==> src/rtl/cipher_pkg.sv <==
// Shared constants, types and helpers for the nibble cipher.
// Single source of the S-box for key_schedule and sbox.
package cipher_pkg;

  localparam int NIBW = 4;

  // S(x) for x = 0..F, packed with x = 0 in the top nibble.
  localparam logic [63:0] SBOX = 64'hE4D1_2FB8_3A6C_5907;

  typedef enum logic {
    IDLE,
    EMIT
  } ks_state_t;

  function automatic logic [NIBW-1:0] sub_nib(
    input logic [NIBW-1:0] x
  );
    logic [5:0] base;
    base = 6'(15 - int'(x)) << 2;
    return SBOX[base +: NIBW];
  endfunction

  // Multiply by x in GF(2^4), reduction polynomial x^4 + x + 1.
  function automatic logic [NIBW-1:0] xtime(
    input logic [NIBW-1:0] a
  );
    logic [NIBW-1:0] s;
    s = {a[2:0], 1'b0};
    if (a[3]) s = s ^ 4'h3;
    return s;
  endfunction

  // rcon(1) = 1, rcon(r+1) = xtime(rcon(r)).
  function automatic logic [NIBW-1:0] rcon(
    input logic [NIBW-1:0] r
  );
    logic [NIBW-1:0] c;
    c = 4'h1;
    for (int i = 2; i < 16; i++) begin
      if (i <= int'(r)) c = xtime(c);
    end
    return c;
  endfunction

endpackage

==> src/rtl/key_expand_step.sv <==
// One key-expansion step: (key, rc) -> next round key.
// Ports: key_i (16b), rc_i (4b) in; key_o (16b) out. Combinational.
module key_expand_step
  import cipher_pkg::*;
(
  input  logic [15:0]     key_i,
  input  logic [NIBW-1:0] rc_i,
  output logic [15:0]     key_o
);

  logic [NIBW-1:0] w0, w1, w2, w3;
  logic [NIBW-1:0] w4, w5, w6, w7;

  assign {w0, w1, w2, w3} = key_i;

  assign w4 = w0 ^ sub_nib(w3) ^ rc_i;
  assign w5 = w1 ^ w4;
  assign w6 = w2 ^ w5;
  assign w7 = w3 ^ w6;

  assign key_o = {w4, w5, w6, w7};

endmodule

==> src/rtl/key_schedule.sv <==
// Sequential round-key generator: takes a master key, streams
// K0..KNROUNDS with index over valid/ready.
// Ports: clk_i, rst_ni (sync, active-low); key_valid_i/key_ready_o/key_i
// master key in; rk_valid_o/rk_ready_i/rk_o/rk_idx_o/rk_last_o keys out;
// busy_o high while streaming.
module key_schedule
  import cipher_pkg::*;
#(
  parameter int DATAW   = 16,
  parameter int NROUNDS = 4
) (
  input  logic             clk_i,
  input  logic             rst_ni,
  input  logic             key_valid_i,
  output logic             key_ready_o,
  input  logic [DATAW-1:0] key_i,
  output logic             rk_valid_o,
  input  logic             rk_ready_i,
  output logic [DATAW-1:0] rk_o,
  output logic [3:0]       rk_idx_o,
  output logic             rk_last_o,
  output logic             busy_o
);

  localparam logic [3:0] LAST = 4'(NROUNDS);

  ks_state_t        state_q, state_d;
  logic [DATAW-1:0] key_q, key_d;
  logic [3:0]       idx_q, idx_d;
  logic [DATAW-1:0] next_key;
  logic [3:0]       idx_nx;

  assign idx_nx = idx_q + 4'd1;

  key_expand_step u_step (
    .key_i (key_q),
    .rc_i  (rcon(idx_nx)),
    .key_o (next_key)
  );

  always_ff @(posedge clk_i) begin
    if (!rst_ni) begin
      state_q <= IDLE;
      key_q   <= '0;
      idx_q   <= '0;
    end else begin
      state_q <= state_d;
      key_q   <= key_d;
      idx_q   <= idx_d;
    end
  end

  always_comb begin
    state_d     = state_q;
    key_d       = key_q;
    idx_d       = idx_q;
    key_ready_o = 1'b0;
    rk_valid_o  = 1'b0;
    busy_o      = 1'b0;
    unique case (state_q)
      IDLE: begin
        key_ready_o = rst_ni;
        if (key_valid_i && rst_ni) begin
          state_d = EMIT;
          key_d   = key_i;
          idx_d   = '0;
        end
      end
      EMIT: begin
        rk_valid_o = 1'b1;
        busy_o     = 1'b1;
        if (rk_ready_i) begin
          if (idx_q == LAST) begin
            state_d = IDLE;
          end else begin
            key_d = next_key;
            idx_d = idx_nx;
          end
        end
      end
      default: state_d = IDLE;
    endcase
  end

  assign rk_o      = key_q;
  assign rk_idx_o  = idx_q;
  assign rk_last_o = (state_q == EMIT) && (idx_q == LAST);

endmodule

==> config.mk <==
export PLATFORM = sky130hd
export DESIGN_NAME = key_schedule
export DESIGN_NICKNAME = d
export VERILOG_FILES = /design/src/rtl/cipher_pkg.sv /design/src/rtl/key_expand_step.sv /design/src/rtl/key_schedule.sv
export SDC_FILE = /design/constraint.sdc
export NUM_CORES = 1
export LEC_CHECK = 0
export CELL_PAD_IN_SITES_DETAIL_PLACEMENT = 1
export CELL_PAD_IN_SITES_GLOBAL_PLACEMENT = 2
export CORE_MARGIN = 2
export CORE_UTILIZATION = 40
export CTS_CLUSTER_DIAMETER = 150
export DETAILED_ROUTE_END_ITERATION = 10
export DONT_BUFFER_PORTS = 1
export PLACE_DENSITY = 0.95
export SLEW_MARGIN = 10
export SYNTH_ARGS = -nofsm -noshare
export SYNTH_HDL_FRONTEND = slang
export SYNTH_SLANG_ARGS = --single-unit
==> constraint.sdc <==
create_clock -name clk_i -period 7.8 [get_ports clk_i]
set_clock_uncertainty 0.15 [all_clocks]
set_input_delay 1.56 -clock clk_i [delete_from_list [all_inputs] [get_ports clk_i]]
set_output_delay 1.56 -clock clk_i [all_outputs]
set_load 0.01 [all_outputs]
Word-level counts from Yosys, hierarchy flattened. Cells that the tools add are included.

Register bits: 21. Bits in latches: 0. Bits in writable memories: 0. ROM bits: 0. Input port bits: 20. Output and inout port bits: 24. Word-level logic and storage cells: 87. Memories: 0.

$add $sub $neg: 2. Multiply operators: 0. Div/mod/pow operators: 0. $lt $le $gt $ge: 14. Equal/unequal tests: 4. Shift-type cells: 1. Multiplexer cells: 41. Bitwise logic cells: 19. Reduce and logical (&&, ||, !) cells: 3.

Operators by type and width (number): 64-bit by 7-bit variable part select with 4-bit output (first input constant) (1); 4-bit two-way mux (15); 16-bit two-way mux (3); 4-bit <= comparator (first input constant) (8); 16-bit one-hot mux with 2 select lines (1); 2-bit two-way mux (14); 2-bit inverter (13); 4-bit bitwise XOR (5); 3-bit by 4-bit <= comparator with 1-bit output (first input constant) (4); 2-bit by 4-bit <= comparator with 1-bit output (first input constant) (2); 4-bit one-hot mux with 2 select lines (1); 2-bit != test (second input constant) (3); 1-bit two-way mux (5); 4-bit by 1-bit adder with 4-bit output (second input constant) (1); 4-bit by 3-bit equality test with 1-bit output (second input constant) (1); 4-bit subtractor (first input constant) (1); 3-bit two-way mux (1); 3-bit AND reduction (1); 1-bit logical AND (2); 1-bit one-hot mux with 2 select lines (1); 1-bit inverter (1).

Longest topological paths before layout. Gate-level depths: netlist of the first run.

Depth in word-level cells: 49. Mapped depth: 23. Depth with buffers taken out: 19.

By module. From an unflattened synthesis of the first run, not the netlist that was laid out.

Cells, all modules: 364. Area, all modules: 3000.4 µm².

Modules (own cells, without submodules): key_schedule (times used 1, cells each 298, area each 2374.8 µm², sequential area each 420.4 µm²); key_expand_step (times used 1, cells each 66, area each 625.6 µm², sequential area each 0.0 µm²).

Least setup slack after synthesis of the first run. Ideal clock, no wire load.

Path kind: reg-to-reg. From: register idx_q[0], in the netlist rk_idx_o[0]. To: register key_q[0], in the netlist rk_o[0]. Setup time: 0.074 ns. Arrival time: 4.867 ns. Required time: 7.576 ns. Setup slack: 2.709 ns. Stages on the path, launching flop included: 23. Buffers on the path: 4. Clock period less this slack: 5.091 ns. Path through: dfxtp_1 > buf_2 > buf_2 > inv_1 > ha_1 > or2_0 > buf_2 > nor2_1 > nand2_1 > ha_1 > clkbuf_1 > nand2b_1 > o311a_4 > mux2i_4 > o211ai_1 > xor2_1 > mux2_4 > a22o_1 > o21a_1 > nor2_1 > xnor3_1 > or4_1 > a31oi_1.

Longest elaborated chain between the ends: 32. Elaborated cells between the ends (all ways): 62. Those cells by class: add/sub: 1; order compare: 14; eq/ne: 2; mux: 30; bitwise: 14; reduce/logical: 1.

RTL lines: from (decl) (RTL line key_schedule.sv:29) `logic [3:0] idx_q, idx_d;`; from (signal assigned) (RTL line key_schedule.sv:49) `idx_q <= idx_d;`; 4-bit by 1-bit adder with 4-bit output (RTL line key_schedule.sv:33) `assign idx_nx = idx_q + 4'd1;`; 2-bit by 4-bit <= comparator with 1-bit output (RTL line cipher_pkg.sv:40) `if (i <= int'(r)) c = xtime(c);`; 2-bit two-way mux (RTL line cipher_pkg.sv:40); 2-bit inverter (no line) / 3-bit two-way mux (equally long branches); 2-bit two-way mux / 2-bit inverter (equally long branches); 3-bit two-way mux / 2-bit two-way mux (equally long branches) (RTL line cipher_pkg.sv:40, cipher_pkg.sv:29); 4-bit two-way mux (2 in series) (RTL line cipher_pkg.sv:40); 2-bit two-way mux / 4-bit two-way mux (equally long branches) (RTL line cipher_pkg.sv:29, cipher_pkg.sv:40); (+15 left out); 4-bit two-way mux (RTL line cipher_pkg.sv:40); 4-bit bitwise XOR (RTL line key_expand_step.sv:16) `assign w4 = w0 ^ sub_nib(w3) ^ rc_i;`; 4-bit bitwise XOR (RTL line key_expand_step.sv:17) `assign w5 = w1 ^ w4;`; 4-bit bitwise XOR (RTL line key_expand_step.sv:18) `assign w6 = w2 ^ w5;`; 4-bit bitwise XOR (RTL line key_expand_step.sv:19) `assign w7 = w3 ^ w6;`; 16-bit two-way mux (RTL line key_schedule.sv:73) `if (idx_q == LAST) begin`; 16-bit two-way mux (RTL line key_schedule.sv:72) `if (rk_ready_i) begin`; 16-bit one-hot mux with 2 select lines (RTL line key_schedule.sv:60) `unique case (state_q)`; to (signal assigned) (RTL line key_schedule.sv:48) `key_q <= key_d;`; to (decl) (RTL line key_schedule.sv:28) `logic [DATAW-1:0] key_q, key_d;`.

Parallel ways exist; a longest one is shown, timed or not. The select of a mux whose other input is x is not followed. A chain may end at the register's enable or synchronous reset.

Worst setup path after layout of the first run.
From: register idx_q[0], in the netlist rk_idx_o[0]. To: register key_q[10], in the netlist rk_o[10].

Longest elaborated chain between the ends: 30. Elaborated cells between the ends (all ways): 61. Those cells by class: add/sub: 1; order compare: 14; eq/ne: 2; mux: 29; bitwise: 14; reduce/logical: 1.

RTL lines: 4-bit by 1-bit adder with 4-bit output (RTL line key_schedule.sv:33); 2-bit by 4-bit <= comparator with 1-bit output (RTL line cipher_pkg.sv:40); 2-bit two-way mux (RTL line cipher_pkg.sv:40); 3-bit two-way mux / 2-bit inverter (equally long branches); 4-bit two-way mux / 2-bit two-way mux (equally long branches) (RTL line cipher_pkg.sv:40, cipher_pkg.sv:29); 2-bit two-way mux / 3-bit two-way mux (equally long branches) (RTL line cipher_pkg.sv:29, cipher_pkg.sv:40); 4-bit two-way mux (RTL line cipher_pkg.sv:40); 2-bit inverter (no line) / 4-bit two-way mux (equally long branches); (+13 left out); 2-bit inverter (no line) / 4-bit two-way mux (equally long branches); 2-bit two-way mux (RTL line cipher_pkg.sv:29) `if (a[3]) s = s ^ 4'h3;`; 4-bit two-way mux (2 in series) (RTL line cipher_pkg.sv:40); 4-bit bitwise XOR (RTL line key_expand_step.sv:16); 4-bit bitwise XOR (RTL line key_expand_step.sv:17); 16-bit two-way mux (RTL line key_schedule.sv:73); 16-bit two-way mux (RTL line key_schedule.sv:72); 16-bit one-hot mux with 2 select lines (RTL line key_schedule.sv:60).

Parallel ways exist; a longest one is shown, timed or not. The select of a mux whose other input is x is not followed.

==> results of run 1 <==
[final timing paths]
path,startpoint,end
worst max-delay path,rk_idx_o[0],rk_o[10]
worst min-delay path,rk_o[12],rk_o[12]
worst max register to register,rk_idx_o[0],rk_o[10]
worst min register to register,rk_o[12],rk_o[12]
[tightest hold or removal path, stage by stage, from the launching register on]
cell	delay, ps
sky130_fd_sc_hd__dfxtp_1	390
sky130_fd_sc_hd__nor2_1	120
sky130_fd_sc_hd__a211oi_1	50
[metal layers]
metal	vias up	global-route usage [%]
li1	1439	-
met1	1461	33.37
met3	17	3.638
met2	88	36.91
met4	0	4.545
met5	-	0
[logic make-up after synthesis]
kind of cell / Yosys count / share of synthesized area, %
AO/OA/AOI/OAI: 144 / 37.41
adder cells (fa/ha/maj): 10 / 4.350
flip-flops: 21 / 14.61
AND/OR/NAND/NOR: 147 / 26.06
buffers and inverters: 41 / 6.959
XOR/XNOR: 19 / 6.786
multiplexers: 9 / 3.828
[stage by stage]
step                instance area (um2)  hold slack, ps  setup slack, ps
floorplan                          2877           392.2             2709
global placement                   2888           427.8             1917
detailed placement                 2888           446.3             1704
CTS                                2937           460.1             1669
global route                       2937           486.8             1239
finish                             2937           453.4             1623
[final cells by class]
type | count | area share, %
flip-flops and latches | 21 | 14.32
clock buffers | 3 | 1.406
inverters | 14 | 1.790
well taps | 96 | 4.090
repair buffers | 4 | 1.023
clock inverters | 1 | 0.2556
multi-input cells | 329 | 77.12
[synth_stat cells, drive strengths merged (8+ instances only)]
master and n:
a211oi 8, a21oi 34, a31oi 11, and3 10, buf 11, clkbuf 16, dfxtp 21, ha 10
inv 13, nand2 26, nand3 19, nor2 38, nor3 14, o211ai 9, o21ai 28, xnor2 11
[sequential cells by signal, indices dropped and copies added (netlist names)]
register	cells
state_q	1
rk_o	16
rk_idx_o	4
[power by group through the flow]
stage	Clock, mW	Sequential (mW)	Combinational (mW)
2_1_floorplan	0	0.143	0.160
4_1_cts	0.0811	0.151	0.195
3_3_place_gp	0	0.153	0.185
6_report	0.0775	0.151	0.195
3_5_place_dp	0	0.154	0.194
5_1_grt	0.0864	0.154	0.216
==> impl_results.md, run 1 <==
- Top post-synthesis cells by area: sky130_fd_sc_hd__dfxtp_1 15%, sky130_fd_sc_hd__a21oi_1 5.7%, sky130_fd_sc_hd__nor2_1 4.8%
- R2r setup slk: 1620 ps
- Wire length the detailed router placed on met1: roughly 4200 um
- Maximum number of pins on one net before global-route repair: 28
- DRC violation count after routing: 0
- Unrepaired setup endpoints after global routing: false
- Total core area: around 6900 um2
- Worst path depth: 18
- Global-route wire length before repair: between 10000 and 15000 um
- Max-cap violations: 0
- Cell internal pwr: about 0.24 mW
- Most used flip-flop cell after synthesis: sky130_fd_sc_hd__dfxtp_1
- Number of buffer and inverter stages on the critical path: 0
- Global route overflow: 0
- IR drop worst, VDD: a little over 0.09 mV
- Synth area leader: sky130_fd_sc_hd__dfxtp_1
- WHS Path Cells: 2
- Crit path launch type: flop
- Most used cells in the layout excluding fill and tap cells: 37 x sky130_fd_sc_hd__nor2_1, 33 x sky130_fd_sc_hd__a21oi_1, 26 x sky130_fd_sc_hd__nand2_1
- Number of enable-type register cells in the synthesized netlist: 0
- Sequential fraction of the synthesis area: 14.62%
- Starting DRT DRC Count: about 210
- Number of nets still failing antenna checks after routing: 0
- Final core utilization: between 40% and 50%
- Leakage power of the design: 1.031 nW
- FMAX: around 0.16 GHz
- Clock power share: between 15 and 20%
- Via-per-instance ratio: between 6 and 7
- Sequential cell area: 420.4 um2
- Critical Setup Path Class: reg2reg
- Crit-path max FO: 21
- H-tree lvl count: 1
- Period utilization: 79.19%
- Post-Syn Area: 2877 um2
- Net count, final: 403
- Yosys warning count: 0
- Element type at the critical path end: flop
- Number of iterations in the first detailed-routing pass: 4
- Clock period minus final worst setup slack: slightly above 6000 ps
- Reg clk slew, reported paths: 90 ps
- Number of antenna violations at the first check in global routing: 0
- Transition time at the pin with the least slew margin: about 1100 ps
- Buffers inserted during post-CTS setup optimization: 0
- Power share of the sequential group: 35.6%
- Switching power total: between 0.15 and 0.2 mW
- Area Growth Syn to Fin: 2.088%
- Leading cell type in the layout, fill and taps excluded: sky130_fd_sc_hd__nor2_1
- Weighted congestion at the end of routability-driven global placement: 0.9563
- Final Instance Count excl. Fillers: ~470
- Combinational share of power: between 40% and 50%
- Design Power: around 0.42 mW
- Effective utilization at floorplan: 41.88%
- CTS hold repair buffers: 0
- Number of placement rows: 30
- Top cell family by delay on the critical path: compound AO/OA/AOI/OAI gates
- DR WL met2: 4222 um
- Die width: 88.80 um
- Clock latency on the worst-skew pair: approximately 270 ps
- Number of buffers created by CTS: 3
- Hold Path Class: reg2reg
- Register bit count reported by yosys: 21
- Post-synthesis cell type count: 80
- Crit path required time: ~7900 ps
- Total Wirelength: between 8000 and 9000 um
- Slowest cell on the critical path: sky130_fd_sc_hd__dfxtp_1
- WL per Instance: ~19 um
- Layout cells sized above 1: between 10% and 20%
- Number of port buffers: 0
- Max-slew violation total from the final report: 0
- Net Sw Frac: a little over two fifths
- Total number of vias: about 3k
- Total routing resource utilization after global routing: 23.25%
- IO Pins: between 40 and 50
- Post-synth ARST share: 0%
- Wire length on met3: 435 um
- Post-cts repair resize count: 0
- Reg2reg path depth: 18
- Crit path arrival time: around 6200 ps
- Total instance count after detailed placement: 464
- Die height: slightly below 90 um
- Instance count of the mapped netlist: just under 400
- Area share of the largest cell type after synthesis: between 10% and 20%
- Max layer used: met4
- Status: complete, no violations
- Via count of the first global-routing pass: 2923
- Power Density: around 140 nW/um2
- Cell chosen for the clock root: sky130_fd_sc_hd__clkbuf_8
- Normalized max-slew margin: 26.61%
- Maximum single-stage delay on the critical path: around 800 ps
- Number of failing hold endpoints at the final stage: 0
- Die Footprint: 7885 um2
- TritonCTS clock tree: built
- Count of clock tree sinks: 21
- Final antenna diode count: 0
- Number of inserted filler cells in the final layout: between 800 and 900
- Series of cell instances along the critical path: ha_1 -> and2_4 -> nor3b_1 -> nor2_1 -> or2_2 -> ha_1 -> nand2b_1 -> o311a_4 -> mux2i_4 -> o211ai_1 -> xor2_1 -> o311ai_0 -> o211ai_1 -> a32o_1 -> a21o_1 -> a211oi_1 -> mux2_2 -> a21oi_1
- Number of nets in the synthesized netlist: around 420
- Count of endpoints failing setup in the final report: 0
- Largest buffer count on any clock path: 2
- Placed wire-length estimate after detailed placement: 6714 um
- Area of the multi-input gates: roughly 2300 um2
- Syn Area/Cell: about 7.4 um2
- Total negative slack: 0 ps
Note: power is estimated with default switching activity, not from simulation.
==> run 2, diff against run 1 <==
--- a/config.mk
+++ b/config.mk
@@ -8,11 +8,11 @@
 export CELL_PAD_IN_SITES_DETAIL_PLACEMENT = 1
 export CELL_PAD_IN_SITES_GLOBAL_PLACEMENT = 2
 export CORE_MARGIN = 2
-export CORE_UTILIZATION = 40
+export CORE_UTILIZATION = 37
 export CTS_CLUSTER_DIAMETER = 150
 export DETAILED_ROUTE_END_ITERATION = 10
 export DONT_BUFFER_PORTS = 1
-export PLACE_DENSITY = 0.95
+export PLACE_DENSITY = 0.92
 export SLEW_MARGIN = 10
 export SYNTH_ARGS = -nofsm -noshare
 export SYNTH_HDL_FRONTEND = slang
==> constraint.sdc (replaced) <==
create_clock -name clk_i -period 5.9 [get_ports clk_i]
set_clock_uncertainty 0.15 [all_clocks]
set_input_delay 1.18 -clock clk_i [delete_from_list [all_inputs] [get_ports clk_i]]
set_output_delay 1.18 -clock clk_i [all_outputs]
set_load 0.01 [all_outputs]
==> run 2 against run 1 <==
Effect of this change:
- via count down 1.9%
- sequential cell count unchanged
- total power grew 30%
==> impl_results.md, run 2 (synthesis gave the netlist of run 1 again) <==
- Combinational share of power: 45.0% (-1.1 points)
- Final core utilization: 38.92% (-3.8 points)
- Global-route wire length before repair: 14490 um (-0.94%)
- Global route overflow: 0 (unchanged)
- Clock power share: 18.5% (+0.2 points)
- Buffers inserted during post-CTS setup optimization: 0 (unchanged)
- Total negative slack: 0 ps (unchanged)
- Number of failing hold endpoints at the final stage: 0 (unchanged)
- Most used cells in the layout excluding fill and tap cells: 37 x sky130_fd_sc_hd__nor2_1, 33 x sky130_fd_sc_hd__a21oi_1, 26 x sky130_fd_sc_hd__nand2_1
- Cell internal pwr: 0.3160 mW (+32%)
- Critical Setup Path Class: reg2reg
- Number of port buffers: 0 (unchanged)
- Crit path launch type: flop
- Sequential cell area: 420.4 um2 (unchanged)
- Net count, final: 408 (+1.2%)
- Post-route worst hold slack: 389.2 ps (-64.24 ps)
- Slowest cell on the critical path: sky130_fd_sc_hd__ha_1
- Total core area: 7647 um2 (+11%)
- Post-cts repair resize count: 0 (unchanged)
- Least setup slack across all paths after layout: 382.3 ps (-1241 ps)
- Leakage power of the design: 1.062 nW (+2.9%)
- Weighted congestion at the end of routability-driven global placement: 0.9024 (-5.6%)
- Die width: 92.17 um (+3.8%)
- Unrepaired setup endpoints after global routing: false
- Hold Path Class: reg2reg
- Effective utilization at floorplan: 37.61% (-4.3 points)
- Area of the multi-input gates: 2260 um2 (-0.22%)
- Layout cells sized above 1: 12.20% (+0.91 points)
- Max-slew violation total from the final report: 0 (unchanged)
- Count of endpoints failing setup in the final report: 0 (unchanged)
- Final cell area excluding filler cells: 2977 um2 (+1.4%)
- Maximum single-stage delay on the critical path: 480 ps (-320 ps)
- Area Growth Syn to Fin: 3.480%
- Number of placement rows: 32 (+6.7%)
- Total Wirelength: 8538 um (-4.4%)
- Die Footprint: 8495 um2 (+7.7%)
- Via-per-instance ratio: 6.142 (-4.3%)
- Normalized max-slew margin: 26.86% (+0.25 points)
- IO Pins: 44 (unchanged)
- WL per Instance: 17.79 um (-6.8%)
- Design Power: 0.5520 mW (+30%)
- Power share of the sequential group: 36.5% (+0.9 points)
- Status: complete, no violations
- Net Sw Frac: 42.76% (-0.71 points)
- Via count of the first global-routing pass: 2936 (+0.44%)
- Crit-path max FO: 18 (-14%)
- Placed wire-length estimate after detailed placement: 6461 um (-3.8%)
- Largest register FFs: 16 (unchanged)
- Cell area reported after detailed placement: 2928 um2 (+1.4%)
- Count of clock tree sinks: 21 (unchanged)
- Element type at the critical path end: flop
- Clock period minus final worst setup slack: 5518 ps (-659.3 ps)
- FMAX: 0.1812 GHz (+12%)
- Cell chosen for the clock root: sky130_fd_sc_hd__clkbuf_8
- Power Density: 185.4 nW/um2 (+29%)
- Period utilization: 93.52% (+14 points)
- TritonCTS clock tree: built
- Starting DRT DRC Count: 213 (+2.4%)
- Number of antenna violations at the first check in global routing: 1 (+1)
- Number of inserted filler cells in the final layout: 949 (+9.0%)
- DRC violation count after routing: 0 (unchanged)
- Total instance count after detailed placement: 475 (+2.4%)
- CTS hold repair buffers: 0 (unchanged)
- Clock latency on the worst-skew pair: 280 ps (about the same)
- Pre-CTS setup slack: 451.8 ps (-1252 ps)
- Maximum number of pins on one net before global-route repair: 29 (+3.6%)
- Die height: 92.17 um (+3.8%)
- Final Instance Count excl. Fillers: 480 (+2.6%)
- Max-cap violations: 0 (unchanged)
- Number of iterations in the first detailed-routing pass: 4 (unchanged)
- Largest buffer count on any clock path: 2 (unchanged)
- Number of nets still failing antenna checks after routing: 0 (unchanged)
- Crit path arrival time: 5560 ps (-670 ps)
- Series of cell instances along the critical path: buf_4 -> ha_1 -> and2_4 -> nor3b_1 -> nor2_1 -> or2_2 -> ha_1 -> nand2b_1 -> o311a_4 -> nand3_1 -> nand2_1 -> a21oi_1 -> mux2i_1 -> o22ai_1 -> a21oi_1 -> mux2i_1 -> nand3_1 -> a2111o_1 -> o311ai_1
- IR drop worst, VDD: 0.1376 mV (+51%)
- Transition time at the pin with the least slew margin: 1097 ps (+2.182 ps)
- H-tree lvl count: 1 (unchanged)
- Total number of vias: 2948 (-1.9%)
- Top cell family by delay on the critical path: compound AO/OA/AOI/OAI gates
- Number of buffer and inverter stages on the critical path: 1 (+1)
- Total routing resource utilization after global routing: 20.36% (-2.9 points)
- Switching power total: 0.2360 mW (+28%)
- Leading cell type in the layout, fill and taps excluded: sky130_fd_sc_hd__nor2_1
- Crit path required time: 5940 ps (-1910 ps)
- Reg clk slew, reported paths: 90 ps (about the same)
- Number of buffers created by CTS: 3 (unchanged)
-- run 2: path summary, 6_finish.rpt --
kind	startpoint	endpoint	slack, ps	depth (start not counted)
setup reg to reg	rk_idx_o[0]	rk_o[1]	380	19
setup / recovery	rk_idx_o[0]	rk_o[1]	380	19
hold / removal	rk_idx_o[1]	rk_idx_o[1]	390	2
hold reg to reg	rk_idx_o[1]	rk_idx_o[1]	390	2
-- run 2: area by class of cell --
type,instances,share of cell area [%]
inverters,14,1.765
multi-input cells,329,75.91
clock buffers,3,1.387
well taps,102,4.288
flip-flops and latches,21,14.12
diodes,1,0.08407
repair buffers,9,2.270
clock inverters,1,0.1681
-- run 2: metal layers --
| metal | track usage [%] | wire length [um] | part of all wire (%) |
|---|---|---|---|
| met1 | 28.00 | 4114 | 48 |
| met2 | 34.13 | 4009 | 47 |
| met3 | 3.205 | 367 | 4.3 |
| met4 | 3.358 | 46 | 0.54 |
| met5 | 0 | 0 | 0 |
-- run 2: tightest hold or removal path, cell delays in order, from the launching register on --
cell	delay, ps
sky130_fd_sc_hd__dfxtp_1	360
sky130_fd_sc_hd__nand2_1	80
sky130_fd_sc_hd__a21oi_1	50
-- run 2: power groups by stage --
stage	registers [mW]	logic, mW	clock network (mW)
final	0.202	0.248	0.102
after floorplan	0.190	0.211	0
after CTS	0.202	0.248	0.102
after global routing	0.206	0.279	0.108
after global placement	0.204	0.238	0
after detailed placement	0.205	0.245	0
==> run 3, diff against run 2 <==
==> constraint.sdc (replaced) <==
create_clock -name clk_i -period 5.9 [get_ports clk_i]
set_clock_uncertainty 0.15 [all_clocks]
set_input_delay 1.18 -clock clk_i [delete_from_list [all_inputs] [get_ports clk_i]]
set_output_delay 1.18 -clock clk_i [all_outputs]
set_load 0.005 [all_outputs]
==> run 3 against run 2 <==
Effect of this change:
- sequential cell count unchanged
- via count did not move
- routed wire length is 2.5% higher
- fmax grew 2.5%
==> impl_results.md, run 3 (synthesis gave the netlist of run 1 again) <==
- Status: complete, no violations
- Effective utilization at floorplan: 37.61% (unchanged)
- Via-per-instance ratio: 6.116 (-0.41%)
- Post-cts repair resize count: 0 (unchanged)
- Cell chosen for the clock root: sky130_fd_sc_hd__clkbuf_8
- TritonCTS clock tree: built
- Total Wirelength: 8750 um (+2.5%)
- Pre-CTS setup slack: 552.4 ps (+100.6 ps)
- Die height: 92.17 um (unchanged)
- Number of failing hold endpoints at the final stage: 0 (unchanged)
- Die Footprint: 8495 um2 (unchanged)
- Largest register FFs: 16 (unchanged)
- Max-cap violations: 0 (unchanged)
- Maximum single-stage delay on the critical path: 640 ps (+160 ps)
- Slowest cell on the critical path: sky130_fd_sc_hd__dfxtp_1
- Cell area reported after detailed placement: 2950 um2 (+0.77%)
- Number of antenna violations at the first check in global routing: 0 (-1)
- Series of cell instances along the critical path: ha_1 -> and2_4 -> nor3b_1 -> nor2_1 -> or2_2 -> ha_1 -> nand2b_1 -> o311a_4 -> nand3_1 -> nand2_1 -> a21oi_1 -> mux2i_1 -> o22ai_1 -> a211oi_1 -> nor2_1 -> xnor3_1 -> or4_1 -> a31oi_1
- Largest buffer count on any clock path: 2 (unchanged)
- Crit path required time: 5940 ps (about the same)
- Via count of the first global-routing pass: 2935 (-0.034%)
- Weighted congestion at the end of routability-driven global placement: 0.9627 (+6.7%)
- Leakage power of the design: 1.076 nW (+1.3%)
- Final cell area excluding filler cells: 2997 um2 (+0.67%)
- Design Power: 0.5546 mW (+0.48%)
- Total routing resource utilization after global routing: 20.69% (+0.32 points)
- Global route overflow: 0 (unchanged)
- CTS hold repair buffers: 0 (unchanged)
- Hold Path Class: reg2reg
- Element type at the critical path end: flop
- RR Startpoint: rk_idx_o[1]
- Net count, final: 411 (+0.74%)
- Total core area: 7647 um2 (unchanged)
- Number of port buffers: 0 (unchanged)
- Number of nets still failing antenna checks after routing: 0 (unchanged)
- Wire length the detailed router placed on met1: 4260 um (+3.5%)
- Total negative slack: 0 ps (unchanged)
- Top cell family by delay on the critical path: simple AND/OR/NAND/NOR gates
- Crit. Startpoint: rk_idx_o[1]
- Crit-path max FO: 16 (-2)
- H-tree lvl count: 1 (unchanged)
- Power Density: 185.1 nW/um2 (-0.19%)
- Count of clock tree sinks: 21 (unchanged)
- Die width: 92.17 um (unchanged)
- Number of placement rows: 32 (unchanged)
- FMAX: 0.1858 GHz (+2.5%)
- Buffers inserted during post-CTS setup optimization: 0 (unchanged)
- Max layer used: met4
- Area Growth Syn to Fin: 4.176%
- DR WL met2: 4068 um (+1.5%)
- Clock latency on the worst-skew pair: 270 ps (about the same)
- Final antenna diode count: 0 (-1)
- Number of inserted filler cells in the final layout: 969 (+2.1%)
- Number of iterations in the first detailed-routing pass: 4 (unchanged)
- Reg clk slew, reported paths: 80 ps (about the same)
- Maximum number of pins on one net before global-route repair: 28 (-3.4%)
- Crit path launch type: flop
- Starting DRT DRC Count: 187 (-12%)
- Transition time at the pin with the least slew margin: 921.3 ps (-175.8 ps)
- Placed wire-length estimate after detailed placement: 6683 um (+3.4%)
- Hold path start: rk_idx_o[0]
- Critical Setup Path Class: reg2reg
- Total number of vias: 2948 (unchanged)
- Global-route wire length before repair: 14650 um (+1.1%)
- IR drop worst, VDD: 0.1181 mV (-14%)
- WL per Instance: 18.15 um (+2.1%)
- Number of buffer and inverter stages on the critical path: 0 (-1)
- Leading cell type in the layout, fill and taps excluded: sky130_fd_sc_hd__nor2_1
- Wire length on met3: 377 um (+2.7%)
- Period utilization: 91.23% (-2.3 points)
- Number of buffers created by CTS: 3 (unchanged)
- Count of endpoints failing setup in the final report: 0 (unchanged)
- DRC violation count after routing: 0 (unchanged)
- Sequential cell area: 420.4 um2 (unchanged)
- IO Pins: 44 (unchanged)
- Most used cells in the layout excluding fill and tap cells: 37 x sky130_fd_sc_hd__nor2_1, 33 x sky130_fd_sc_hd__a21oi_1, 26 x sky130_fd_sc_hd__nand2_1
- Normalized max-slew margin: 37.72% (+11 points)
- Least setup slack across all paths after layout: 517.3 ps (+135.0 ps)
- Area of the multi-input gates: 2260 um2 (unchanged)
- Crit path arrival time: 5420 ps (-140 ps)
- Max-slew violation total from the final report: 0 (unchanged)
- Layout cells sized above 1: 12.89% (+0.69 points)
- Clock period minus final worst setup slack: 5383 ps (-135.0 ps)
- Unrepaired setup endpoints after global routing: false
run 3: cell types whose count changed in the layout (fill, tap and decap cells not counted), sizes merged:
cell	before	now
buf	9	12
diode	1	0
run 3: metrics by stage:
step	std cells	hold slack (ps)	util, %
finish	482	419.4	39.19
global route	482	452.1	39.19
CTS	482	429.5	39.19
detailed placement	478	416.0	38.58
global placement	478	385.3	38.58
floorplan	391	366.9	-
run 3: cell type report:
type / instances / area share (%)
Multi-Input combinational cell: 329 / 75.41
Inverter: 14 / 1.754
Clock buffer: 3 / 1.378
Sequential cell: 21 / 14.03
Tap cell: 102 / 4.259
Clock inverter: 1 / 0.1670
Timing Repair Buffer: 12 / 3.006
run 3: worst reg2reg max path, cell delays in order (launching register included):
cell and delay, ps:
sky130_fd_sc_hd__dfxtp_1 640, sky130_fd_sc_hd__ha_1 270, sky130_fd_sc_hd__and2_4 150, sky130_fd_sc_hd__nor3b_1 330
sky130_fd_sc_hd__nor2_1 110, sky130_fd_sc_hd__or2_2 290, sky130_fd_sc_hd__ha_1 460, sky130_fd_sc_hd__nand2b_1 110
sky130_fd_sc_hd__o311a_4 350, sky130_fd_sc_hd__nand3_1 120, sky130_fd_sc_hd__nand2_1 80, sky130_fd_sc_hd__a21oi_1 320
sky130_fd_sc_hd__mux2i_1 380, sky130_fd_sc_hd__o22ai_1 170, sky130_fd_sc_hd__a211oi_1 360, sky130_fd_sc_hd__nor2_1 80
sky130_fd_sc_hd__xnor3_1 410, sky130_fd_sc_hd__or4_1 410, sky130_fd_sc_hd__a31oi_1 130
run 3: worst paths after layout:
path / endpoint / slack, ps / cells past startpoint
setup reg to reg: rk_o[0] / 520 / 18
hold reg to reg: rk_idx_o[0] / 420 / 2
setup / recovery: rk_o[0] / 520 / 18
hold / removal: rk_idx_o[0] / 420 / 2
run 3: routing by layer:
metal  GRT usage (%)  vias to the layer above
met5               0                        -
met4           2.985                        0
met3           2.876                        5
met2           34.07                       70
met1           29.36                     1422
li1                -                     1451
run 3: power breakdown:
part	switching [mW]	internal (mW)
logic	0.150	0.112
clock network	0.0532	0.0473
registers	0.0327	0.159
